<file path="config.mk">
export PLATFORM = sky130hd
export DESIGN_NAME = mem_bridge_flat
export DESIGN_NICKNAME = d
export VERILOG_FILES = /design/src/rtl/cpu_pkg.sv /design/src/rtl/mem_bridge_if.sv /design/src/rtl/mem_bridge_tmo_counter.sv /design/src/rtl/mem_bridge.sv /design/src/flat_wrapper.sv
export SDC_FILE = /design/constraint.sdc
export NUM_CORES = 1
export LEC_CHECK = 0
export ABC_CLOCK_PERIOD_IN_PS = 2200
export CORE_MARGIN = 4
export CORE_UTILIZATION = 30
export DETAILED_ROUTE_END_ITERATION = 8
export PLACE_DENSITY = 0.56
export SLEW_MARGIN = 20
export SYNTH_ARGS = -nofsm -noshare
export SYNTH_HDL_FRONTEND = slang
export SYNTH_SLANG_ARGS = --single-unit
</file>
<file path="constraint.sdc">
create_clock -name clock -period 2.2 [get_ports clock]
set_clock_uncertainty 0.05 [all_clocks]
set_input_delay 0.44 -clock clock [delete_from_list [all_inputs] [get_ports clock]]
set_output_delay 0.44 -clock clock [all_outputs]
set_load 0.005 [all_outputs]
</file>
<file path="src/rtl/cpu_pkg.sv">
// Shared types and width helpers for the sequencer-to-memory bridge.
// The address field is what remains of a word once the opcode is removed.
package cpu_pkg;

    typedef enum logic [1:0] {
        IDLE = 2'd0,
        REQ  = 2'd1,
        DONE = 2'd2
    } bridge_state_t;

    localparam int WORD_W_DEFAULT  = 8;
    localparam int OP_W_DEFAULT    = 3;
    localparam int TMO_CYC_DEFAULT = 15;

    function automatic int addr_width(input int word_w, input int op_w);
        return word_w - op_w;
    endfunction

endpackage

</file>
<file path="src/rtl/mem_bridge_if.sv">
// Bundle of the sequencer-side and memory-side signals of the bridge.
// slave is the bridge's own view; master is the surrounding sequencer/memory.
interface mem_bridge_if #(
    parameter int WORD_W = 8,
    parameter int OP_W   = 3
);
    import cpu_pkg::*;

    localparam int ADDR_W = addr_width(WORD_W, OP_W);

    logic              CS;
    logic              R_NW;
    logic [ADDR_W-1:0] mar_addr;
    logic [WORD_W-1:0] mdr_wdata;
    logic [WORD_W-1:0] rdata;
    logic              rdata_valid;
    logic              hold;

    logic              mem_req;
    logic              mem_we;
    logic [ADDR_W-1:0] mem_addr;
    logic [WORD_W-1:0] mem_wdata;
    logic              mem_ack;
    logic [WORD_W-1:0] mem_rdata;

    modport slave (
        input  CS, R_NW, mar_addr, mdr_wdata, mem_ack, mem_rdata,
        output rdata, rdata_valid, hold, mem_req, mem_we, mem_addr, mem_wdata
    );

    modport master (
        output CS, R_NW, mar_addr, mdr_wdata, mem_ack, mem_rdata,
        input  rdata, rdata_valid, hold, mem_req, mem_we, mem_addr, mem_wdata
    );

endinterface

</file>
<file path="src/rtl/mem_bridge_tmo_counter.sv">
// Counts cycles spent waiting for a memory acknowledge; expired flags the
// last permitted wait cycle so the bridge can abort on that same edge.
module tmo_counter #(
    parameter int TMO_CYC = 15
) (
    input  logic clock,
    input  logic n_reset,
    input  logic clr,
    input  logic en,
    output logic expired
);

    logic [7:0] count_reg;
    logic [7:0] count_next;

    always_comb begin
        count_next = count_reg;
        if (clr) begin
            count_next = '0;
        end else if (en) begin
            count_next = count_reg + 8'd1;
        end
    end

    always_ff @(posedge clock or negedge n_reset) begin
        if (!n_reset) begin
            count_reg <= '0;
        end else begin
            count_reg <= count_next;
        end
    end

    assign expired = (count_reg == 8'(TMO_CYC - 1));

endmodule

</file>
<file path="src/rtl/mem_bridge.sv">
// Bridges the sequencer's CS/R_NW access strobe onto a req/ack memory bus,
// stalling the sequencer via hold and aborting accesses that never complete.
module mem_bridge
    import cpu_pkg::*;
#(
    parameter int WORD_W  = WORD_W_DEFAULT,
    parameter int OP_W    = OP_W_DEFAULT,
    parameter int TMO_CYC = TMO_CYC_DEFAULT
) (
    input  logic         clock,
    input  logic         n_reset,
    input  logic         err_clr,
    output logic         timeout_err,
    mem_bridge_if.slave  bus
);

    localparam int ADDR_W = addr_width(WORD_W, OP_W);

    bridge_state_t     state_reg, state_next;
    logic              mem_req_reg, mem_req_next;
    logic              mem_we_reg, mem_we_next;
    logic [ADDR_W-1:0] mem_addr_reg, mem_addr_next;
    logic [WORD_W-1:0] mem_wdata_reg, mem_wdata_next;
    logic [WORD_W-1:0] rdata_reg, rdata_next;
    logic              rdata_valid_reg, rdata_valid_next;
    logic              timeout_err_reg, timeout_err_next;
    logic              err_set;
    logic              hold;
    logic              tmo_clr;
    logic              tmo_en;
    logic              tmo_expired;

    tmo_counter #(
        .TMO_CYC (TMO_CYC)
    ) u_tmo (
        .clock   (clock),
        .n_reset (n_reset),
        .clr     (tmo_clr),
        .en      (tmo_en),
        .expired (tmo_expired)
    );

    // The mem_* registers double as the access latch: they capture the
    // request on the IDLE->REQ edge and recirculate while waiting.
    always_comb begin
        state_next       = state_reg;
        mem_req_next     = 1'b0;
        mem_we_next      = 1'b0;
        mem_addr_next    = '0;
        mem_wdata_next   = '0;
        rdata_next       = rdata_reg;
        rdata_valid_next = 1'b0;
        err_set          = 1'b0;
        hold             = 1'b0;
        tmo_clr          = 1'b0;
        tmo_en           = 1'b0;

        case (state_reg)
            IDLE: begin
                hold = bus.CS;
                if (bus.CS) begin
                    state_next     = REQ;
                    tmo_clr        = 1'b1;
                    mem_req_next   = 1'b1;
                    mem_we_next    = ~bus.R_NW;
                    mem_addr_next  = bus.mar_addr;
                    mem_wdata_next = bus.mdr_wdata;
                end
            end
            REQ: begin
                hold   = 1'b1;
                tmo_en = ~bus.mem_ack;
                if (bus.mem_ack) begin
                    state_next = DONE;
                    if (!mem_we_reg) begin
                        rdata_next       = bus.mem_rdata;
                        rdata_valid_next = 1'b1;
                    end
                end else if (tmo_expired) begin
                    state_next = DONE;
                    err_set    = 1'b1;
                    if (!mem_we_reg) begin
                        rdata_next       = '0;
                        rdata_valid_next = 1'b1;
                    end
                end else begin
                    mem_req_next   = 1'b1;
                    mem_we_next    = mem_we_reg;
                    mem_addr_next  = mem_addr_reg;
                    mem_wdata_next = mem_wdata_reg;
                end
            end
            DONE: begin
                // Any CS still high here belongs to the access just finished.
                state_next = IDLE;
            end
            default: begin
                state_next = IDLE;
            end
        endcase

        timeout_err_next = err_set | (timeout_err_reg & ~err_clr);
    end

    always_ff @(posedge clock or negedge n_reset) begin
        if (!n_reset) begin
            state_reg       <= IDLE;
            mem_req_reg     <= 1'b0;
            mem_we_reg      <= 1'b0;
            mem_addr_reg    <= '0;
            mem_wdata_reg   <= '0;
            rdata_reg       <= '0;
            rdata_valid_reg <= 1'b0;
            timeout_err_reg <= 1'b0;
        end else begin
            state_reg       <= state_next;
            mem_req_reg     <= mem_req_next;
            mem_we_reg      <= mem_we_next;
            mem_addr_reg    <= mem_addr_next;
            mem_wdata_reg   <= mem_wdata_next;
            rdata_reg       <= rdata_next;
            rdata_valid_reg <= rdata_valid_next;
            timeout_err_reg <= timeout_err_next;
        end
    end

    assign bus.hold        = hold;
    assign bus.mem_req     = mem_req_reg;
    assign bus.mem_we      = mem_we_reg;
    assign bus.mem_addr    = mem_addr_reg;
    assign bus.mem_wdata   = mem_wdata_reg;
    assign bus.rdata       = rdata_reg;
    assign bus.rdata_valid = rdata_valid_reg;
    assign timeout_err     = timeout_err_reg;

endmodule

</file>
<file path="src/flat_wrapper.sv">
// flat-port wrapper written by rule: the top's interface ports become plain ports
module mem_bridge_flat import cpu_pkg::*;
#(
    parameter int WORD_W  = WORD_W_DEFAULT,
    parameter int OP_W    = OP_W_DEFAULT,
    parameter int TMO_CYC = TMO_CYC_DEFAULT
)
  (clock, n_reset, err_clr, timeout_err, bus_CS, bus_R_NW, bus_mar_addr, bus_mdr_wdata, bus_mem_ack, bus_mem_rdata, bus_rdata, bus_rdata_valid, bus_hold, bus_mem_req, bus_mem_we, bus_mem_addr, bus_mem_wdata);
  mem_bridge_if #(.WORD_W(WORD_W), .OP_W(OP_W)) bus_i ();
  input  logic clock;
  input  logic n_reset;
  input  logic err_clr;
  output logic timeout_err;
  input wire logic [$bits(bus_i.CS)-1:0] bus_CS;
  input wire logic [$bits(bus_i.R_NW)-1:0] bus_R_NW;
  input wire logic [$bits(bus_i.mar_addr)-1:0] bus_mar_addr;
  input wire logic [$bits(bus_i.mdr_wdata)-1:0] bus_mdr_wdata;
  input wire logic [$bits(bus_i.mem_ack)-1:0] bus_mem_ack;
  input wire logic [$bits(bus_i.mem_rdata)-1:0] bus_mem_rdata;
  output wire logic [$bits(bus_i.rdata)-1:0] bus_rdata;
  output wire logic [$bits(bus_i.rdata_valid)-1:0] bus_rdata_valid;
  output wire logic [$bits(bus_i.hold)-1:0] bus_hold;
  output wire logic [$bits(bus_i.mem_req)-1:0] bus_mem_req;
  output wire logic [$bits(bus_i.mem_we)-1:0] bus_mem_we;
  output wire logic [$bits(bus_i.mem_addr)-1:0] bus_mem_addr;
  output wire logic [$bits(bus_i.mem_wdata)-1:0] bus_mem_wdata;
  assign bus_i.CS = bus_CS;
  assign bus_i.R_NW = bus_R_NW;
  assign bus_i.mar_addr = bus_mar_addr;
  assign bus_i.mdr_wdata = bus_mdr_wdata;
  assign bus_i.mem_ack = bus_mem_ack;
  assign bus_i.mem_rdata = bus_mem_rdata;
  assign bus_rdata = bus_i.rdata;
  assign bus_rdata_valid = bus_i.rdata_valid;
  assign bus_hold = bus_i.hold;
  assign bus_mem_req = bus_i.mem_req;
  assign bus_mem_we = bus_i.mem_we;
  assign bus_mem_addr = bus_i.mem_addr;
  assign bus_mem_wdata = bus_i.mem_wdata;
  mem_bridge #(.WORD_W(WORD_W), .OP_W(OP_W), .TMO_CYC(TMO_CYC)) u_core (.clock(clock), .n_reset(n_reset), .err_clr(err_clr), .timeout_err(timeout_err), .bus(bus_i));
endmodule
</file>
==> out/metrics.cfg, run 1 <==
[hold_path]
min_path_type=flop to flop

[placement]
placed_cell_area_um2=2110
gp_congestion=0.799
dp_hpwl_mm=2.59
place_ws_ns=-0.0109
portBuffers=52

[synthesis]
syn-num-nets=149
synthTopCellsByArea=dfrtp_1, a22o_1, a21o_1
ys.flop_type=dfrtp_1
yosys.area.top_type=dfrtp_1
synth-edff-count=0
yosys.cell_types.count=28
ys_seq_area_share_pct=59.9
synthArstFlopShare_pct=100
syn-cell-area_um2=1460
synth_top_area_share_pct=59.9
syn_inst=120
synth-seq-cells=35
ys_warn_count=0
syn_avg_cell_area_um2=12.2

[sta]
setup_slack_ns=0.139
max_freq_mhz=485
period_share_pct=93.7
post-route-min-period_ns=2.06
worstMarginPinSlew_ns=0.446
setup_viol=0
rsz0062_at_grt=no
slew_violations=0
slew_headroom_pct=70.3
finalHoldViolations=0

[drt]
detail-route-antenna-nets=0
totalWireLength_mm=3.58
drtIter0Drc=47
vias=1191
firstDrtPassIters=5
routed_via_density=4.80
drc=0
wl_per_cell_um=14.4

[setup_path]
end_kind=primary output
crit_required_ns=1.71
startpoint_type=input pin
critPathKind=input pin to primary output
arrival_ns=1.57
critical_path.max_fanout=3

[power]
peakVddDrop_mv=0.400
power_uw=2230
power_density_nw_per_um2=1000
leakagePower_uw=0.000945

[clock_tree]
worstSkewPairLatency_ns=0.28
cts_resized=0
cts_hold_buf=0
clock_sinks=35
htreeDepth=2
cts-root-buf=clkbuf_8
cts_tree=done
cts_setup_buffers=0
clk_pin_slew_ns=0.07
cts_buffers=5
cts.path.max_buffers=2

[die]
coreArea_um2=4720
initial_core_util_pct=30.9
die_area_um2=6050
pin_count=53
die_x_um=77.8
fp-row-count=25
die_y_um=77.8

[cells_and_area]
nFillCells=429
layout-drive-gt1-share_pct=11.6
diodes=0
area_growth_pct=52.4
final_nets=209
final_area_um2=2230

[status]
outcome=finished, final reports clean

[global_route]
grt_pass1_wl_mm=6.00
grt_usage_pct=12.6
antenna_found_initial=0
grt_max_degree=36
grt_pass1_vias=1204
grt_overflow=0

[flow_run]
maxCapViolCount=0

## report_power, final
part | internal [uW] | switching [uW] | total, uW
Sequential | 792 | 124 | 916
Combinational | 470 | 256 | 726
Clock | 366 | 223 | 590
## layout by cell type, fill, tap and decap left out, types with 2 or more instances in the layout
cell             Yosys  layout
or3b_1               2       2
a21oi_1              5       5
inv_1                3       3
nor2_1               3       3
or3_1                3       3
clkdlybuf4s50_1      0      52
nand2_1              5       5
a22o_1              21      21
or2_2                2       2
mux2i_1              2       2
nor3b_1              3       2
a21o_1               8       8
buf_4                0       6
nand3_1              4       4
clkbuf_8             0       6
ha_1                 2       2
o21ai_0              6       6
dfrtp_1             35      35
## cells in the mapped netlist (2+ instances only)
| cell type | number |
|---|---|
| clkbuf_1 | 2 |
| or2_2 | 2 |
| or3_1 | 3 |
| a21oi_1 | 5 |
| buf_2 | 3 |
| ha_1 | 2 |
| dfrtp_1 | 35 |
| mux2i_1 | 2 |
| a21o_1 | 8 |
| nor3b_1 | 3 |
| or3b_1 | 2 |
| o21ai_0 | 6 |
| nor2_1 | 3 |
| a22o_1 | 21 |
| nand2_1 | 5 |
| inv_1 | 3 |
| nand3_1 | 4 |
## critical path: stages
cell	delay, ns
clkdlybuf4s50_1	0.49
nor2_1	0.05
nor2_1	0.09
clkdlybuf4s50_1	0.50
## final timing paths
kind,startpoint,endpoint,slack [ns],cells after the start
max,bus_CS,bus_hold,0.14,4
min,u_core.bus.mem_wdata[6]$_DFFE_PN0P_,u_core.bus.mem_wdata[6]$_DFFE_PN0P_,0.46,1
max reg2reg,u_core.state_reg[1]$_DFFE_PN0P_,u_core.u_tmo.count_reg[7]$_DFFE_PN0P_,0.45,4
min reg2reg,u_core.bus.mem_wdata[6]$_DFFE_PN0P_,u_core.bus.mem_wdata[6]$_DFFE_PN0P_,0.46,1
max in group asynchronous,n_reset,u_core.bus.mem_addr[0]$_DFFE_PN0P_,1.26,2
min in group asynchronous,n_reset,u_core.u_tmo.count_reg[3]$_DFFE_PN0P_,0.52,2
## cell families after synthesis
logic type,synth area share [%]
AOI/OAI and AO/OA,22.2
adders and majority gates,1.71
buffers and inverters,2.57
DFF,59.9
muxes,1.37
and+or+nand+nor,12.2
## layout make-up
class | count | area (um2) | area share [%]
multi-input combinational | 76 | 553 | 24.8
inverter | 3 | 11.3 | 0.506
clock inverter | 2 | 35.0 | 1.57
timing repair buffer | 59 | 586 | 26.3
sequential | 35 | 876 | 39.3
clock buffer | 6 | 82.6 | 3.71
tap | 67 | 83.8 | 3.76
## through the flow
stage / hold WS (ns) / util (%) / std cells / TNS, ns
floorplan: 0.0944 / - / 120 / 0
global placement: 0.412 / 44.7 / 240 / 0
detailed placement: 0.432 / 44.7 / 240 / -0.0109
CTS: 0.449 / 47.2 / 248 / 0
global route: 0.470 / 47.2 / 248 / 0
finish: 0.457 / 47.2 / 248 / 0
## routing by layer
| metal | up-vias | wire [um] | track usage (%) |
|---|---|---|---|
| met2 | 29 | 1840 | 20.7 |
| met3 | 5 | 141 | 2.55 |
| li1 | 569 | - | - |
| met1 | 588 | 1540 | 15.9 |
| met4 | 0 | 63 | 5.34 |
| met5 | - | 0 | 0 |
Power figures use the tool's default switching activity.
==> run 2, diff against run 1 <==
- CORE_MARGIN: 4 -> 3
- CTS_CLUSTER_SIZE: not set -> 25
==> out/metrics.cfg, run 2 (synthesis gave the netlist of run 1 again) <==
[sta]
max_freq_mhz=480  ; -1.0%
hold-worst-slack_ns=0.425  ; -0.0322 ns
finalHoldViolations=0  ; unchanged
worstMarginPinSlew_ns=0.830  ; +0.384 ns
setup_tns_ns=0  ; unchanged
slew_violations=0  ; unchanged
rsz0062_at_grt=no
period_share_pct=94.7  ; +0.99 points
slew_headroom_pct=44.7  ; -26 points
setup_viol=0  ; unchanged
post-route-min-period_ns=2.08  ; +0.0218 ns

[die]
die_y_um=75.8  ; -2.6%
die_x_um=75.8  ; -2.6%
fp-row-count=24  ; -4.0%
initial_core_util_pct=32.2  ; +1.3 points
coreArea_um2=4530  ; -4.0%
pin_count=53  ; unchanged
die_area_um2=5740  ; -5.1%

[drt]
wl_per_cell_um=14.1  ; -2.5%
detail-route-antenna-nets=0  ; unchanged
totalWireLength_mm=3.45  ; -3.7%
dr_wl_met3_um=278  ; +97%
firstDrtPassIters=4  ; -1
highest_layer=met4
drc=0  ; unchanged
drtIter0Drc=81  ; +72%
met2WireLength_mm=1.66  ; -9.7%
routed_via_density=4.88  ; +1.6%
vias=1195  ; +0.34%
wl_met1_mm=1.46  ; -5.1%

[power]
leakagePower_uw=0.000930  ; -1.6%
power_uw=2140  ; -4.3%
swShare_pct=27.7  ; +0.67 points
power_density_nw_per_um2=971  ; -3.1%
clockPowerShare_pct=23.6  ; -2.8 points
combinationalPowerShare_pct=33.6  ; +1.1 points
switchingPower_uw=592  ; -1.9%
cell_internal_pwr_uw=1540  ; -5.2%
pwr-share-seq_pct=42.8  ; +1.8 points
peakVddDrop_mv=0.373  ; -6.7%

[clock_tree]
cts_setup_buffers=0  ; unchanged
cts-root-buf=clkbuf_8
worstSkewPairLatency_ns=0.28  ; about the same
clk_pin_slew_ns=0.07  ; about the same
cts_buffers=5  ; unchanged
cts_hold_buf=0  ; unchanged
cts_resized=0  ; unchanged
cts_tree=done
cts.path.max_buffers=2  ; unchanged
htreeDepth=2  ; unchanged
clock_sinks=35  ; unchanged

[placement]
placed_cell_area_um2=2100  ; -0.47%
dp_cells=237  ; -1.3%
gp_congestion=0.823  ; +3.0%
dp_hpwl_mm=2.47  ; -4.7%
portBuffers=52  ; unchanged

[global_route]
grt_max_degree=36  ; unchanged
grt_overflow=0  ; unchanged
grt_pass1_vias=1213  ; +0.75%
grt_pass1_wl_mm=5.52  ; -8.0%
grt_usage_pct=13.1  ; +0.49 points
antenna_found_initial=0  ; unchanged

[setup_path]
arrival_ns=1.59  ; +0.02 ns
startpoint_type=input pin
end_kind=primary output
critPathKind=input pin to primary output
critical_path.max_fanout=3  ; unchanged
crit_required_ns=1.71  ; about the same

[cells_and_area]
area_growth_pct=50.5
mostFrequentLayoutCell=clkdlybuf4s50_1
multi_input_area_um2=553  ; unchanged
diodes=0  ; unchanged
final_cell_mix=clkdlybuf4s50_1, dfrtp_1, a22o_1
regArea_um2=876  ; unchanged
layoutNonFillerInstCount=245  ; -1.2%
nFillCells=410  ; -4.4%
final_nets=208  ; -0.48%
layout-drive-gt1-share_pct=10.6  ; -1.0 points
final_area_um2=2200  ; -1.2%

[flow_run]
maxCapViolCount=0  ; unchanged

[status]
outcome=finished, final reports clean

[hold_path]
min_path_type=flop to flop

==> run 2: cell count changes in the layout (fill, tap and decap cells not counted) <==
cell,change
buf_4,-1
bufinv_16,-1
clkbuf_1,+1
clkbuf_8,+1
clkinv_2,-1
==> run 2: area by class of cell <==
class                   count  area share [%]
clock buffers               8            4.55
inverters                   3           0.512
multi-input cells          76            25.1
flip-flops and latches     35            39.8
well taps                  65            3.70
repair buffers             58            26.3
==> run 2: worst max-delay path, stage by stage <==
cell and delay (ns):
clkdlybuf4s50_1 0.50, nor2_1 0.05, nor2_1 0.09, clkdlybuf4s50_1 0.52
==> run 2: through the flow <==
step	utilization, %	setup WS [ns]
after detailed placement	46.3	0.0218
final	48.5	0.117
after floorplan	-	0.514
after global routing	48.5	0.0473
after global placement	46.3	0.0712
after CTS	48.5	0.0933
==> run 2: path summary, 6_finish.rpt <==
| kind | start | endpoint | slack, ns | depth (start not counted) |
|---|---|---|---|---|
| worst max register to register | u_core.u_tmo.count_reg[0]$_DFFE_PN0P_ | u_core.bus.rdata[5]$_DFFE_PN0P_ | 0.36 | 5 |
| worst min-delay path | u_core.u_tmo.count_reg[7]$_DFFE_PN0P_ | u_core.u_tmo.count_reg[7]$_DFFE_PN0P_ | 0.43 | 1 |
| worst max-delay path | bus_CS | bus_hold | 0.12 | 4 |
| max in group asynchronous | n_reset | u_core.bus.mem_wdata[0]$_DFFE_PN0P_ | 1.27 | 2 |
| min in group asynchronous | n_reset | u_core.bus.mem_wdata[5]$_DFFE_PN0P_ | 0.52 | 2 |
| worst min register to register | u_core.u_tmo.count_reg[7]$_DFFE_PN0P_ | u_core.u_tmo.count_reg[7]$_DFFE_PN0P_ | 0.43 | 1 |
==> run 2: metal layers <==
| metal | global-route usage, % | up-vias |
|---|---|---|
| li1 | - | 563 |
| met4 | 4.85 | 0 |
| met2 | 20.5 | 40 |
| met3 | 6.07 | 6 |
| met1 | 15.6 | 586 |
| met5 | 0 | - |
==> run 2: power by group through the flow <==
stage	logic [uW]	registers, uW	clock network (uW)
floorplan	312	914	0
global placement	715	915	0
detailed placement	729	920	0
CTS	731	913	527
global route	789	937	561
finish	717	914	504
